### config.mk
export PLATFORM = sky130hd
export DESIGN_NAME = core_imem_arbiter
export DESIGN_NICKNAME = d
export VERILOG_FILES = /design/src/rtl/core_imem_arbiter.sv
export SDC_FILE = /design/constraint.sdc
export NUM_CORES = 1
export LEC_CHECK = 0
export CAP_MARGIN = 15
export CORE_MARGIN = 8
export CORE_UTILIZATION = 43
export DETAILED_ROUTE_END_ITERATION = 6
export PLACE_DENSITY = 0.89
export SYNTH_ARGS = -nofsm -noshare
export SYNTH_HDL_FRONTEND = slang
export SYNTH_SLANG_ARGS = --single-unit
### constraint.sdc
create_clock -name i_Clk -period 7.6 [get_ports i_Clk]
set_clock_uncertainty 0.1 [all_clocks]
set_input_delay 1.9 -clock i_Clk [delete_from_list [all_inputs] [get_ports i_Clk]]
set_output_delay 1.9 -clock i_Clk [all_outputs]
set_load 0.05 [all_outputs]
### src/rtl/core_imem_arbiter.sv
// rtl/core_imem_arbiter.sv - shares one instruction memory port between fetch and loader
// Loader-priority arbitration with fetch anti-starvation, per-transaction timeout abort and fetch kill.
module core_imem_arbiter #(
  parameter int ADDR_W     = 32,
  parameter int DATA_W     = 32,
  parameter int STARVE_LIM = 4,
  parameter int TIMEOUT    = 15
) (
  input  logic              i_Clk,
  input  logic              i_Rst,
  input  logic              i_FetchReq,
  input  logic [ADDR_W-1:0] i_FetchAddr,
  input  logic              i_FetchKill,
  output logic              o_FetchAck,
  output logic [DATA_W-1:0] o_FetchData,
  input  logic              i_LdReq,
  input  logic              i_LdWe,
  input  logic [ADDR_W-1:0] i_LdAddr,
  input  logic [DATA_W-1:0] i_LdWData,
  output logic              o_LdAck,
  output logic [DATA_W-1:0] o_LdRData,
  output logic              o_MemReq,
  output logic              o_MemWe,
  output logic [ADDR_W-1:0] o_MemAddr,
  output logic [DATA_W-1:0] o_MemWData,
  input  logic              i_MemAck,
  input  logic [DATA_W-1:0] i_MemRData,
  output logic              o_Event
);

  typedef enum logic [1:0] {IDLE, BUSY_F, BUSY_L} state_t;

  localparam logic [7:0] TMO_LAST = 8'(TIMEOUT - 1);
  localparam logic [3:0] STARVE_MAX = 4'(STARVE_LIM);

  state_t            state_q, state_d;
  logic [3:0]        starve_q, starve_d;
  logic [7:0]        tmo_q, tmo_d;
  logic              kill_q, kill_d;
  logic              mem_req_q, mem_req_d;
  logic              mem_we_q, mem_we_d;
  logic [ADDR_W-1:0] mem_addr_q, mem_addr_d;
  logic [DATA_W-1:0] mem_wdata_q, mem_wdata_d;
  logic              fetch_ack_q, fetch_ack_d;
  logic [DATA_W-1:0] fetch_data_q, fetch_data_d;
  logic              ld_ack_q, ld_ack_d;
  logic [DATA_W-1:0] ld_rdata_q, ld_rdata_d;
  logic              event_q, event_d;
  logic              fetch_ok;

  always_comb begin
    state_d      = state_q;
    starve_d     = starve_q;
    tmo_d        = tmo_q;
    kill_d       = kill_q;
    mem_req_d    = mem_req_q;
    mem_we_d     = mem_we_q;
    mem_addr_d   = mem_addr_q;
    mem_wdata_d  = mem_wdata_q;
    fetch_ack_d  = 1'b0;
    fetch_data_d = '0;
    ld_ack_d     = 1'b0;
    ld_rdata_d   = '0;
    event_d      = 1'b0;
    // A fetch being flushed this cycle is not a candidate for the grant.
    fetch_ok     = i_FetchReq && !i_FetchKill;

    case (state_q)
      IDLE: begin
        if (i_LdReq && (!fetch_ok || starve_q < STARVE_MAX)) begin
          state_d     = BUSY_L;
          mem_req_d   = 1'b1;
          mem_we_d    = i_LdWe;
          mem_addr_d  = i_LdAddr;
          mem_wdata_d = i_LdWData;
          if (fetch_ok) begin
            starve_d = starve_q + 4'd1;
          end
        end else if (fetch_ok) begin
          state_d     = BUSY_F;
          mem_req_d   = 1'b1;
          mem_we_d    = 1'b0;
          mem_addr_d  = i_FetchAddr;
          mem_wdata_d = '0;
          starve_d    = '0;
        end
      end
      BUSY_F, BUSY_L: begin
        if (state_q == BUSY_F && i_FetchKill) begin
          kill_d = 1'b1;
        end
        // An ack landing on the final allowed cycle beats the timeout.
        if (i_MemAck || tmo_q == TMO_LAST) begin
          state_d     = IDLE;
          tmo_d       = '0;
          kill_d      = 1'b0;
          mem_req_d   = 1'b0;
          mem_we_d    = 1'b0;
          mem_addr_d  = '0;
          mem_wdata_d = '0;
          event_d     = !i_MemAck;
          if (state_q == BUSY_F) begin
            fetch_ack_d  = !(kill_q || i_FetchKill);
            fetch_data_d = (i_MemAck && fetch_ack_d) ? i_MemRData : '0;
          end else begin
            ld_ack_d   = 1'b1;
            ld_rdata_d = i_MemAck ? i_MemRData : '0;
          end
        end else begin
          tmo_d = tmo_q + 8'd1;
        end
      end
      default: state_d = IDLE;
    endcase
  end

  always_ff @(posedge i_Clk or posedge i_Rst) begin
    if (i_Rst) begin
      state_q      <= IDLE;
      starve_q     <= '0;
      tmo_q        <= '0;
      kill_q       <= 1'b0;
      mem_req_q    <= 1'b0;
      mem_we_q     <= 1'b0;
      mem_addr_q   <= '0;
      mem_wdata_q  <= '0;
      fetch_ack_q  <= 1'b0;
      fetch_data_q <= '0;
      ld_ack_q     <= 1'b0;
      ld_rdata_q   <= '0;
      event_q      <= 1'b0;
    end else begin
      state_q      <= state_d;
      starve_q     <= starve_d;
      tmo_q        <= tmo_d;
      kill_q       <= kill_d;
      mem_req_q    <= mem_req_d;
      mem_we_q     <= mem_we_d;
      mem_addr_q   <= mem_addr_d;
      mem_wdata_q  <= mem_wdata_d;
      fetch_ack_q  <= fetch_ack_d;
      fetch_data_q <= fetch_data_d;
      ld_ack_q     <= ld_ack_d;
      ld_rdata_q   <= ld_rdata_d;
      event_q      <= event_d;
    end
  end

  assign o_FetchAck  = fetch_ack_q;
  assign o_FetchData = fetch_data_q;
  assign o_LdAck     = ld_ack_q;
  assign o_LdRData   = ld_rdata_q;
  assign o_MemReq    = mem_req_q;
  assign o_MemWe     = mem_we_q;
  assign o_MemAddr   = mem_addr_q;
  assign o_MemWData  = mem_wdata_q;
  assign o_Event     = event_q;

endmodule

Word-level counts from Yosys, hierarchy flattened --
Cells that the tools add are included.
Storage, ports and cells: output and inout bits 133, input bits 135, logic and storage cells 80, bits in registers 148
Operators by class: magnitude comparators 1, reductions and logical operators 19, $add $sub $neg 2, multiplexer cells 40, equality and inequality tests 5
Operators with widths (count):
- $mux W32 | 13
- $pmux W32 S2 | 2
- $mux W1 | 15
- $mux W4 | 3
- $add A8 B1 Y8 const B | 1
- $eq A8 B4 Y1 const B | 1
- $mux W8 | 1
- $mux W2 | 3
- $reduce_and A2 Y1 | 3
- $add A4 B1 Y4 const B | 1
- $logic_and A1 B1 Y1 | 4
- $logic_not A1 Y1 | 4
- $lt A4 B3 Y1 const B | 1
- $pmux W1 S2 | 2
- $pmux W2 S2 | 1
- $reduce_bool A2 Y1 | 2
- $logic_or A1 B1 Y1 | 3
- $ne A3 B3 Y1 const B | 1
- $reduce_and A3 Y1 | 1
- $eq A2 B1 Y1 const B | 1
- $eq A2 B2 Y1 const B | 1
- $logic_not A2 Y1 | 1
- $ne A2 B2 Y1 const B | 1
- $reduce_or A2 Y1 | 1

Logic depth before layout (Yosys ltp) --
Gate-level depths: netlist of run 1.
depth after elaboration 7, depth in mapped cells 8

Worst setup path before layout of run 1 --
No wires, ideal clock.
kind input -> register, start point input port i_FetchKill, end point register mem_addr_q[10], in the netlist o_MemAddr[10], required time 7355 ps, setup slack 4221 ps, setup time 145 ps, stages on the path 6, arrival 3134 ps, cell sequence nand2b_1 o21a_1 buf_2 clkbuf_1 mux2i_1 o31ai_2
Between the ends: word-level cells in the longest chain between the ends 7
Ends and longest elaborated chain:
- start: declaration | line 13 | input logic i_FetchKill,
- $logic_not A1 Y1 (*) | line 66 | fetch_ok = i_FetchReq && !i_FetchKill;
- $logic_and A1 B1 Y1 (*) | line 66
- $logic_not A1 Y1 | line 70 | if (i_LdReq && (!fetch_ok || starve_q < STARVE_MAX)) begin
- $logic_or A1 B1 Y1 | line 70
- $logic_and A1 B1 Y1 | line 70
- $ne A3 B3 Y1 (no line) / $mux W32 (equally long branches)
- $reduce_and A3 Y1 (no line) / $pmux W32 S2 (equally long branches)
- end signal: assignment | line 139 | mem_addr_q <= mem_addr_d;
- end: declaration | line 42 | logic [ADDR_W-1:0] mem_addr_q, mem_addr_d;
Every way passes the cells marked *; elsewhere a longest branch is shown, timed or not. A chain may end at the register's enable or synchronous reset.

Worst setup path after layout of run 1 --
start point input port i_FetchKill, end point register mem_addr_q[30], in the netlist o_MemAddr[30]
The elaborated chain is that of the path after synthesis.

==> results, run 1 <==
- The initial antenna violation count is 0.
- In this run the worst path has a maximum fanout of 67.
- Synthesis handed over a netlist of 536 instances.
- The first detailed-routing pass ran for 6 iterations.
- Of the total power, the clock network draws 24.0%.
- The worst stage delay on the critical path is 0.60 ns.
- The power per unit of standard cell area is 377 nW/um2.
- The worst register-to-register path has a depth of 8.
- The number of DRC violations after detailed-routing iteration 0 is 266.
- Dividing the final minimum period by the clock period gives 59.0%.
- The cell area that synthesis handed to floorplanning was 6290 um2.
- The signal on the critical path passes through clkdlybuf4s50_1 -> nor2b_1 -> nor3b_2 -> buf_4 -> or3_2 -> buf_4 -> o31ai_1.
- The standard cell with the maximum stage delay on the critical path is sky130_fd_sc_hd__buf_4.
- The number of warnings reported in the yosys synthesis log is 0.
- The cell sitting at the root of the clock tree is a sky130_fd_sc_hd__clkbuf_16.
- After Yosys synthesis, full adders, half adders and majority gates account for 0.995% of the synthesized area.
- Entering global routing, the biggest net connects 95 pins.
- In this run, CTS created clock tree buffers numbering 17.
- Final hold analysis gives a worst-case slack of 0.397 ns.
- The floorplan step set the die height to 137 um.
- The starting density of the core is 43.6%.
- The post-synthesis sequential area ratio is 58.9%.
- STA puts the critical path data arrival time at 4.65 ns.
- For this design the top-level I/O count stands at 268.
- Post-CTS repair changed the size of 0 cells.
- The first global-routing pass estimated 29.3 mm of wire.
- Summed over all cells, the static leakage comes to 4.35 nW.
- The cell area after placement is 9080 um2.
- The number of nets produced by synthesis is 676.
- The post-route netlist has 9.92% of its cells at a drive strength greater than 1.
- The filler cells instantiated in the layout total 1090.
- The die span in x is 137 um.
- The worst hold path depth is 2.
- The area of all placed cells without fillers is 9700 um2.
- The flip-flop cell with the highest count after synthesis is sky130_fd_sc_hd__dfrtp_1.
- The completed layout was analyzed and its total power is 3.65 mW.
- The clock insertion delay at the later pin of the skew report is 0.41 ns.
- The H-tree was split into 4 levels.
- Clock tree synthesis found a total of 148 sinks.
- The area overhead of the layout relative to synthesis is 54.4%.
- Together, buffers and inverters on the worst path number 3.
- The mean instance size in the synthesized netlist is 11.7 um2.
- In this run, synthesis inferred 0 flip-flops with an integrated enable.
- The kind of end point of the critical path is a register.
- The maximum clock frequency is 0.223 GHz.
- The internal power of the cells is 2.06 mW.
- The clock period minus final worst setup slack is 4.48 ns.
- The critical path is of the input port to register type.
- After detailed routing, the number of vias per cell comes to 5.26.
- The net count reported at finish is 923.
- The actual slew at the worst max-slew pin is 1.10 ns.
- The floorplan row count is 44.
- In this run the remaining antenna-violating nets after routing total 0.
- The flow ran to the end, and the final reports show no timing, DRC or antenna violations.
- The worst hold path belongs to the class register to register.
- The routed wirelength normalized by instance count is 19.4 um.
- The tightest slew margin relative to the limit is 26.6%.
- In this run, post-CTS hold repair placed 0 buffers.
- The floorplan step defined a core boundary enclosing 14400 um2.
- Of the total synthesized cell area, the portion taken by XOR and XNOR cells is 0.279%.
- The aggregate routed wire length is 19.1 mm.
- The critical path crosses 7 cells after its start point.
- The max-slew violation count is 0.
- Setup violations remaining at the end of the flow were counted as 0.
- The total area of multi-input combinational cells is 2380 um2.
- The top cell family by delay on the critical path is buffers and inverters.
- The final antenna diode count is 0.
- Routability-driven placement finished with a final weighted congestion of 0.782.
- The total half-perimeter wirelength after legalization and detailed placement is 13.4 mm.
- After global routing the overflow that remains totals 0.
- The via count of the routed design is 5152.
- Before CTS, the worst setup slack after placement is 2.64 ns.
- The port buffer count is 267.
- The floorplan step defined a die boundary enclosing 18700 um2.
- The share of total power in sequential cells is 29.0%.
- The async set-reset flop share out of synthesis is 100%.
- The number of distinct library cells after synthesis is 42.
- The compound-cell area share of the yosys netlist is 19.0%.
- The dominant combinational cell family by area after synthesis is compound AO/OA/AOI/OAI gates.
- The number of maximum-capacitance violations is 0.
- The number of global-route vias before repair is 5514.
- Clock-pin slew was measured on the worst setup and hold paths at 0.06 ns.
- Buffers added to address setup during post-CTS repair amount to 0.
- After routing, the total negative slack on setup checks comes to 0 ns.
- The share of cell area taken by muxes after synthesis is 5.25%.
- The worst vdd rail ir drop is 0.000191 V.
- The required time reported for the critical path endpoint is 7.77 ns.
- TritonCTS built the clock tree.
- Synthesis inferred 148 register bits.
- Counting stages on the worst path, the most repeated cell is sky130_fd_sc_hd__buf_4.
- The final hold violation count was 0.
- In this run the deepest clock path goes through 2 buffers.
- Setup repair after global routing left no endpoint under its margin.
- After Yosys synthesis, and, or, nand and nor cells account for 11.8% of the synthesized area.
- In this run the power spent charging and discharging nets is 1.59 mW.
- Global routing used 20.2% of the available tracks across all layers.
- The logic gate share of total power is 47.0%.
- After detailed routing, the number of remaining DRC violations is 0.
- Setup slack on the critical path of the routed design comes to 3.12 ns.
- The worst setup path is launched from an input port.
- The proportion of total power due to net switching is 43.6%.
- Registers take 3700 um2.
-- state kept, by name (all words and copies together), names as in the netlist --
| name | cells |
|---|---|
| kill_q | 1 |
| o_Event | 1 |
| o_FetchAck | 1 |
| o_FetchData | 32 |
| o_LdAck | 1 |
| o_LdRData | 32 |
| o_MemAddr | 32 |
| o_MemReq | 1 |
| o_MemWData | 32 |
| o_MemWe | 1 |
| starve_q | 4 |
| state_q | 2 |
| tmo_q | 8 |
-- power groups by stage --
stage | registers, mW | logic [mW] | clock network, mW
5_1_grt | 1.08 | 1.82 | 0.923
4_1_cts | 1.06 | 1.73 | 0.890
2_1_floorplan | 1.61 | 0.634 | 0
6_report | 1.06 | 1.72 | 0.876
3_5_place_dp | 1.07 | 1.73 | 0
3_3_place_gp | 1.06 | 1.70 | 0
-- kinds of logic (layout without fill, tap and decap cells) --
kind of cell / count (synthesis) / count (layout)
buffers and inverters: 55 / 315
adders and majority gates: 5 / 5
xor gates and xnor gates: 2 / 2
and+or+nand+nor: 139 / 139
muxes: 33 / 33
DFF: 148 / 148
AOI/OAI and AO/OA: 154 / 154
-- path summary, 6_finish.rpt --
path | slack, ns | start | endpoint
hold reg to reg | 0.40 | starve_q[1] | starve_q[1]
min in group asynchronous | 1.92 | i_Rst | o_FetchData[21]
hold / removal | 0.40 | starve_q[1] | starve_q[1]
max in group asynchronous | 4.24 | i_Rst | o_MemAddr[3]
setup / recovery | 3.12 | i_FetchKill | o_MemAddr[30]
setup reg to reg | 4.46 | state_q[0] | o_MemAddr[30]
-- worst register-to-register path, stage by stage (launching register included) --
cell                       delay [ns]
sky130_fd_sc_hd__dfrtp_1         0.35
sky130_fd_sc_hd__inv_1           0.06
sky130_fd_sc_hd__ha_2            0.35
sky130_fd_sc_hd__buf_4           0.50
sky130_fd_sc_hd__nand2b_1        0.26
sky130_fd_sc_hd__a31oi_4         0.19
sky130_fd_sc_hd__or3_2           0.49
sky130_fd_sc_hd__buf_4           0.55
sky130_fd_sc_hd__o31ai_1         0.15
-- final cells by class --
cell class | instances | area share (%)
multi-input combinational | 333 | 24.5
timing repair buffer | 276 | 28.2
inverter | 7 | 0.322
tap | 184 | 2.37
clock buffer | 19 | 4.67
sequential | 148 | 38.2
clock inverter | 13 | 1.75
-- cell usage after synthesis, types with 5 or more instances --
master | n | share of area (%)
sky130_fd_sc_hd__a21oi_1 | 5 | 0.40
sky130_fd_sc_hd__nand3_1 | 5 | 0.40
sky130_fd_sc_hd__inv_1 | 7 | 0.42
sky130_fd_sc_hd__a31oi_1 | 5 | 0.50
sky130_fd_sc_hd__dfrtp_1 | 148 | 59
sky130_fd_sc_hd__o21ai_0 | 36 | 2.9
sky130_fd_sc_hd__nor2_1 | 11 | 0.66
sky130_fd_sc_hd__and2_1 | 64 | 6.4
sky130_fd_sc_hd__o31ai_1 | 70 | 8.4
sky130_fd_sc_hd__o31ai_2 | 27 | 5.4
sky130_fd_sc_hd__clkbuf_1 | 39 | 2.3
sky130_fd_sc_hd__ha_1 | 5 | 1.0
sky130_fd_sc_hd__nand2_1 | 44 | 2.6
sky130_fd_sc_hd__mux2i_1 | 33 | 5.3
-- per-layer routing --
layer,vias up,part of all wire [%],global-route usage [%]
met5,-,0,0
met4,0,1.5,6.52
met3,19,12,9.36
met2,229,50,33.7
met1,2501,37,22.5
li1,2403,-,-
-- through the flow --
step / util, % / std cells
4_1_cts: 67.3 / 980
6_report: 67.3 / 980
2_1_floorplan: - / 536
5_1_grt: 67.3 / 980
3_3_place_gp: 63.0 / 948
3_5_place_dp: 63.0 / 948
-- placed cells by master (no fill, tap or decap), drive strengths merged, types with 9 or more instances in the layout --
master         synthesis  final
nand2                 44     44
o31ai                 97     97
o21ai                 36     36
buf                    9      9
and2                  65     65
clkbuf                39     19
dfrtp                148    148
inv                    7     11
nor2                  11     11
clkdlybuf4s50          0    267
mux2i                 33     33
No activity file was read; power rests on OpenSTA's default activity.
==> run 2, diff against run 1 <==
Settings changed: CORE_UTILIZATION 43 to 39, PLACE_DENSITY 0.89 to 0.86.
Clock period 7.6 ns to 4.1 ns, I/O delays scaled along.
==> results, run 2 (same netlist as run 1, synthesis figures left out) <==
- The flow ran to the end, and the final reports show no timing, DRC or antenna violations.
- The starting density of the core is 39.7% (-3.9 points).
- The worst setup path is of the input port to register kind.
- The leakage power is 4.33 nW (-0.51%).
- The largest fanout on the critical path was 37 (-45%).
- The worst hold path depth came to 2 (unchanged).
- The total instance count after detailed placement is 981 (+3.5%).
- The aggregate routed wire length is 19.8 mm (+4.0%).
- The worst stage delay on the critical path came to 0.75 ns (+0.15 ns).
- The worst setup path is launched from an input port.
- The final core utilization came to 61.5% (-5.7 points).
- The required time reported for the critical path endpoint is 4.31 ns (-3.46 ns).
- The final hold violation count is 0 (unchanged).
- From synthesis to final layout, the design area changed by 55.0%.
- The setup-violating endpoint count in the final report is 0 (unchanged).
- The final instance count without filler cells is 1013 (+3.4%).
- The residual antenna-violating net count after detailed routing is 0 (unchanged).
- The top cell family by delay on the critical path is simple AND/OR/NAND/NOR gates.
- The worst vdd rail ir drop came to 0.000418 V (+120%).
- The clock period minus final worst setup slack is 3.07 ns.
- The capture instance of the worst register-to-register path is o_MemAddr[28].
- Derived from the worst setup path, the maximum achievable clock frequency is 0.326 GHz.
- The standard cell with the maximum stage delay on the critical path is sky130_fd_sc_hd__or3_2.
- The floorplan row count is 46 (+4.5%).
- The number of buffers and inverters on the critical path came to 2 (-1).
- The initial antenna violation count was 0 (unchanged).
- The flop-to-flop setup slack is 1.56 ns (-2.90 ns).
- The CTS buffer count is 17 (unchanged).
- The setup total negative slack is 0 ns (unchanged).
- The number of sinks on the clock net is 148 (unchanged).
- The number of global-route vias before repair is 5236 (-5.0%).
- The number of buffers inserted for hold repair after clock tree synthesis is 0 (unchanged).
- The maximum number of pins on one net before global-route repair came to 149 (+57%).
- The count of pins on the block boundary is 268 (unchanged).
- The port buffer count is 267 (unchanged).
- The top cell types in the final layout, fill and taps aside, are 267 x sky130_fd_sc_hd__clkdlybuf4s50_1, 148 x sky130_fd_sc_hd__dfrtp_1, 70 x sky130_fd_sc_hd__o31ai_1.
- Setup repair after global routing left no endpoint under its margin.
- The die span in x came to 143 um (+4.4%).
- The DRC violation count after routing came to 0 (unchanged).
- The routed wirelength normalized by instance count is 19.6 um (+0.57%).
- The TritonCTS clock tree is done.
- The data arrival time at the worst-slack endpoint is 3.28 ns (-1.37 ns).
- The fraction of layout instances using a drive strength above 1 was 10.2% (+0.24 points).
- The post-CTS setup-driven buffer insertion count came to 0 (unchanged).
- The number of instances resized during post-cts repair is 0 (unchanged).
- The number of H-tree levels is 4 (unchanged).
- The number of detailed-routing iterations run before antenna repair came to 4 (-2).
- The min-delay analysis places its worst path in the category register to register.
- The max-slew violation count is 0 (unchanged).
- In this run the critical register-to-register path is launched from state_q[0].
- The routed via count divided by cell count is 5.07 (-3.5%).
- The tightest slew margin relative to the limit is 43.4% (+17 points).
- The global-route wire length before repair was 29.7 mm (+1.4%).
- The number of DRC violations after detailed-routing iteration 0 is 258 (-3.0%).
- The ratio of final minimum period to clock period is 74.8%.
- The kind of end point of the critical path is a register.
- The buffer levels on the longest clock path came to 2 (unchanged).
- The length in cells of the worst reg-to-reg path came to 7 (-1).
- The final antenna diode count is 0 (unchanged).
- The buffer type at the clock tree root is sky130_fd_sc_hd__clkbuf_16.
- The clock-pin slew on the worst setup and hold paths is 0.06 ns (about the same).
- The number of maximum-capacitance violations was 0 (unchanged).
- Traced cell by cell, the critical path runs through clkdlybuf4s50_1 -> nor2b_1 -> nor3b_2 -> or3_2 -> buf_12 -> o31ai_1.
- The core area is 15800 um2 (+9.7%).
- The clock insertion delay at the later pin of the skew report is 0.41 ns (about the same).
- The net count reported at finish is 924 (+0.11%).
- The actual slew at the worst max-slew pin was 0.849 ns (-0.253 ns).
- The library cell used most frequently in the layout, excluding fill and tap cells, is sky130_fd_sc_hd__clkdlybuf4s50_1.
- The via count of the routed design is 5140 (-0.23%).
- The total routing resource utilization after global routing came to 19.1% (-1.1 points).
- The power per unit of standard cell area is 692 nW/um2 (+84%).
- The worst min-delay path startpoint is starve_q[1].
- The capture endpoint of the worst hold path is starve_q[1].
- The weighted congestion reported at the end of routability-driven placement is 0.759 (-2.9%).
- The overall die height is 143 um (+4.4%).
- The global-route congestion overflow total came to 0 (unchanged).
- The total half-perimeter wirelength after legalization and detailed placement is 13.9 mm (+3.8%).
- The die outline area is 20400 um2 (+9.0%).
[run 2: worst max-delay path by stage]
stage,start,end,slack (ns),cells after the start
finish,i_FetchReq,o_MemAddr[28],1.03,6
global route,i_FetchKill,o_MemAddr[28],0.94,6
CTS,i_FetchReq,o_MemAddr[28],1.05,6
detailed placement,i_FetchReq,o_MemAddr[29],0.62,6
global placement,i_FetchReq,o_MemAddr[29],0.70,6
floorplan,i_Rst,kill_q,1.11,1
[run 2: where the power goes]
group	internal (mW)	total (mW)	switching [mW]
registers	1.79	1.96	0.162
logic	1.05	3.27	2.22
clock network	0.855	1.51	0.658
[run 2: metrics by stage]
stage	hold slack (ns)	power (mW)	setup WS, ns	area [um2]
after floorplan	0.354	4.15	1.11	6290
after global placement	0.372	5.21	0.696	9170
after detailed placement	0.388	5.27	0.615	9170
after CTS	0.404	6.80	1.05	9740
after global routing	0.425	7.04	0.939	9740
final	0.401	6.74	1.03	9740
[run 2: layer usage]
metal | wire length [um] | vias up | part of all wire [%] | track usage (%)
li1 | - | 2405 | - | -
met1 | 7610 | 2530 | 38 | 21.2
met2 | 9610 | 189 | 48 | 31.0
met3 | 2350 | 16 | 12 | 10.2
met4 | 237 | 0 | 1.2 | 5.54
met5 | 0 | - | 0 | 0
[run 2: layout make-up]
type,instances,area [um2]
flip-flops and latches,148,3700
inverters,7,30.0
well taps,216,270
fillers,1265,6090
clock inverters,14,141
clock buffers,18,429
repair buffers,277,2790
multi-input cells,333,2380
[run 2: worst min-delay path, cell delays in order, from the launching register on]
cell                      delay (ns)
sky130_fd_sc_hd__dfrtp_1        0.35
sky130_fd_sc_hd__nand2_1        0.05
sky130_fd_sc_hd__o21ai_0        0.06
==> run 3, diff against run 2 <==
Settings changed: CORE_UTILIZATION 39 to 43, PLACE_DENSITY 0.86 to 0.89.
Clock period 4.1 ns to 2.95 ns, I/O delays scaled along.
==> results, run 3 (same netlist as run 1, synthesis figures left out) <==
- The run finished with clean final reports.
- The leakage power is 4.40 nW (+1.7%).
- The buffer type at the clock tree root is sky130_fd_sc_hd__clkbuf_16.
- STA classifies the critical path startpoint as a register.
- The critical path in this run is classified as register to primary output.
- The number of buffers and inverters on the critical path is 1 (-1).
- The floorplan row count is 44 (-4.3%).
- The buffer levels on the longest clock path is 2 (unchanged).
- The number of instances resized during post-cts repair is 0 (unchanged).
- The setup total negative slack is 0 ns (unchanged).
- Setup repair after global routing left no endpoint under its margin.
- The library cells used most frequently in the layout, excluding fill and tap cells, are 267 x sky130_fd_sc_hd__clkdlybuf4s50_1, 148 x sky130_fd_sc_hd__dfrtp_1, 70 x sky130_fd_sc_hd__o31ai_1.
- The die span in x was 137 um (-4.2%).
- The critical path starts at o_MemAddr[25].
- The worst setup path is captured at a primary output.
- The routed via count divided by cell count is 5.21 (+2.8%).
- The starting density of the core is 43.6% (+3.9 points).
- TritonCTS built the clock tree.
- The number of sinks on the clock net is 148 (unchanged).
- The CTS buffer count came to 17 (unchanged).
- The routed wirelength normalized by instance count is 19.6 um (+0.32%).
- The post-CTS setup-driven buffer insertion count is 0 (unchanged).
- Of the available clock period, the critical path in the final layout requires 83.6%.
- The clock period minus final worst setup slack is 2.47 ns.
- The number of maximum-capacitance violations came to 0 (unchanged).
- The fraction of layout instances using a drive strength above 1 is 11.0% (+0.80 points).
- The number of H-tree levels is 4 (unchanged).
- The commonest non-fill, non-tap cell in the layout is sky130_fd_sc_hd__clkdlybuf4s50_1.
- The worst vdd rail ir drop is 0.000619 V (+48%).
- The worst min-delay path startpoint is starve_q[1].
- The maximum number of pins on one net before global-route repair is 72 (-52%).
- The final hold violation count came to 0 (unchanged).
- The flop-to-flop setup slack came to 0.64 ns (-0.92 ns).
- On the critical path the largest part of the delay comes from buffers and inverters.
- Following the worst setup path forward leads to its endpoint at o_MemAddr[25].
- The overall die height was 137 um (-4.2%).
- The total chip power was 9.52 mW (+41%).
- The clock insertion delay at the later pin of the skew report is 0.41 ns (about the same).
- The data arrival time at the worst-slack endpoint is 1.63 ns (-1.65 ns).
- The length in cells of the worst reg-to-reg path came to 7 (unchanged).
- The instance count on the critical path came to 1 (-5).
- The source of the worst register-to-register timing path is state_q[0].
- The final antenna diode count was 0 (unchanged).
- The actual slew at the worst max-slew pin was 0.739 ns (-0.109 ns).
- The total instance count after detailed placement was 955 (-2.7%).
- The aggregate routed wire length is 19.4 mm (-2.3%).
- The number of buffers inserted for hold repair after clock tree synthesis is 0 (unchanged).
- The via count of the routed design is 5147 (+0.14%).
- The global-route wire length before repair is 29.7 mm (about the same).
- The final-layout worst hold slack is 0.396 ns (-0.00491 ns).
- The required time reported for the critical path endpoint is 2.11 ns (-2.20 ns).
- The max-slew violation count is 0 (unchanged).
- Traced cell by cell, the critical path runs through clkdlybuf4s50_1.
- The number of detailed-routing iterations run before antenna repair is 5 (+1).
- The weighted congestion reported at the end of routability-driven placement was 0.815 (+7.3%).
- The power per unit of standard cell area came to 969 nW/um2 (+40%).
- The largest fanout on the critical path came to 2 (-95%).
- The core area was 14400 um2 (-8.9%).
- Based on the critical path, the design can be clocked at up to 0.406 GHz.
- The die outline area was 18700 um2 (-8.3%).
- The count of pins on the block boundary is 268 (unchanged).
- The number of global-route vias before repair is 5412 (+3.4%).
- The final instance count without filler cells was 987 (-2.6%).
- In this run the worst hold path is classified as register to register.
- The global-route congestion overflow total is 0 (unchanged).
- The endpoint identified for the worst register-to-register timing path is o_MemAddr[30].
- The port buffer count is 267 (unchanged).
- The residual antenna-violating net count after detailed routing is 0 (unchanged).
- The number of DRC violations after detailed-routing iteration 0 is 403 (+56%).
- The clock-pin slew on the worst setup and hold paths is 0.07 ns (about the same).
- The area overhead of the layout relative to synthesis is 56.3%.
- The setup-violating endpoint count in the final report is 0 (unchanged).
- The standard cell with the maximum stage delay on the critical path is sky130_fd_sc_hd__clkdlybuf4s50_1.
- The total half-perimeter wirelength after legalization and detailed placement was 13.9 mm (-0.42%).
- The total routing resource utilization after global routing is 20.8% (+1.7 points).
- The tightest slew margin relative to the limit is 50.7% (+7.3 points).
- The DRC violation count after routing is 0 (unchanged).
- The worst stage delay on the critical path is 0.84 ns (+0.09 ns).
- The initial antenna violation count is 0 (unchanged).
- The net count reported at finish is 930 (+0.65%).
-- run 3: report_power, final --
| part | total (mW) | internal [mW] | switching (mW) |
|---|---|---|---|
| registers | 2.72 | 2.49 | 0.228 |
| clock network | 2.25 | 1.32 | 0.931 |
| logic | 4.55 | 1.49 | 3.05 |
| total | 9.52 | 5.31 | 4.21 |
-- run 3: metal layers --
layer  global-route usage [%]  wire length (um)  vias to the layer above
met3                     11.7              2410                       24
li1                         -                 -                     2420
met2                     32.3              9070                      222
met5                        0                 0                        -
met1                     23.6              7520                     2481
met4                     7.36               368                        0
-- run 3: layout make-up --
class                      instances  area, um2
clock buffer                      18        439
clock inverter                    14        185
fill                            1061       4600
inverter                           7       30.0
multi-input combinational        333       2380
sequential                       148       3700
tap                              184        230
timing repair buffer             283       2860
-- run 3: worst min path at each step --
stage / slack (ns) / endpoint / cells after the start
floorplan: 0.35 / starve_q[1] / 2
global placement: 0.37 / starve_q[1] / 2
detailed placement: 0.39 / starve_q[1] / 2
CTS: 0.40 / starve_q[1] / 2
global route: 0.42 / o_MemAddr[0] / 2
finish: 0.40 / starve_q[1] / 2
-- run 3: through the flow --
stage	area, um2	util, %	worst slack (ns)
6_report	9820	68.1	0.485
2_1_floorplan	6290	-	0.252
5_1_grt	9820	68.1	0.440
3_5_place_dp	9200	63.8	0.204
4_1_cts	9820	68.1	0.462
3_3_place_gp	9200	63.8	0.278
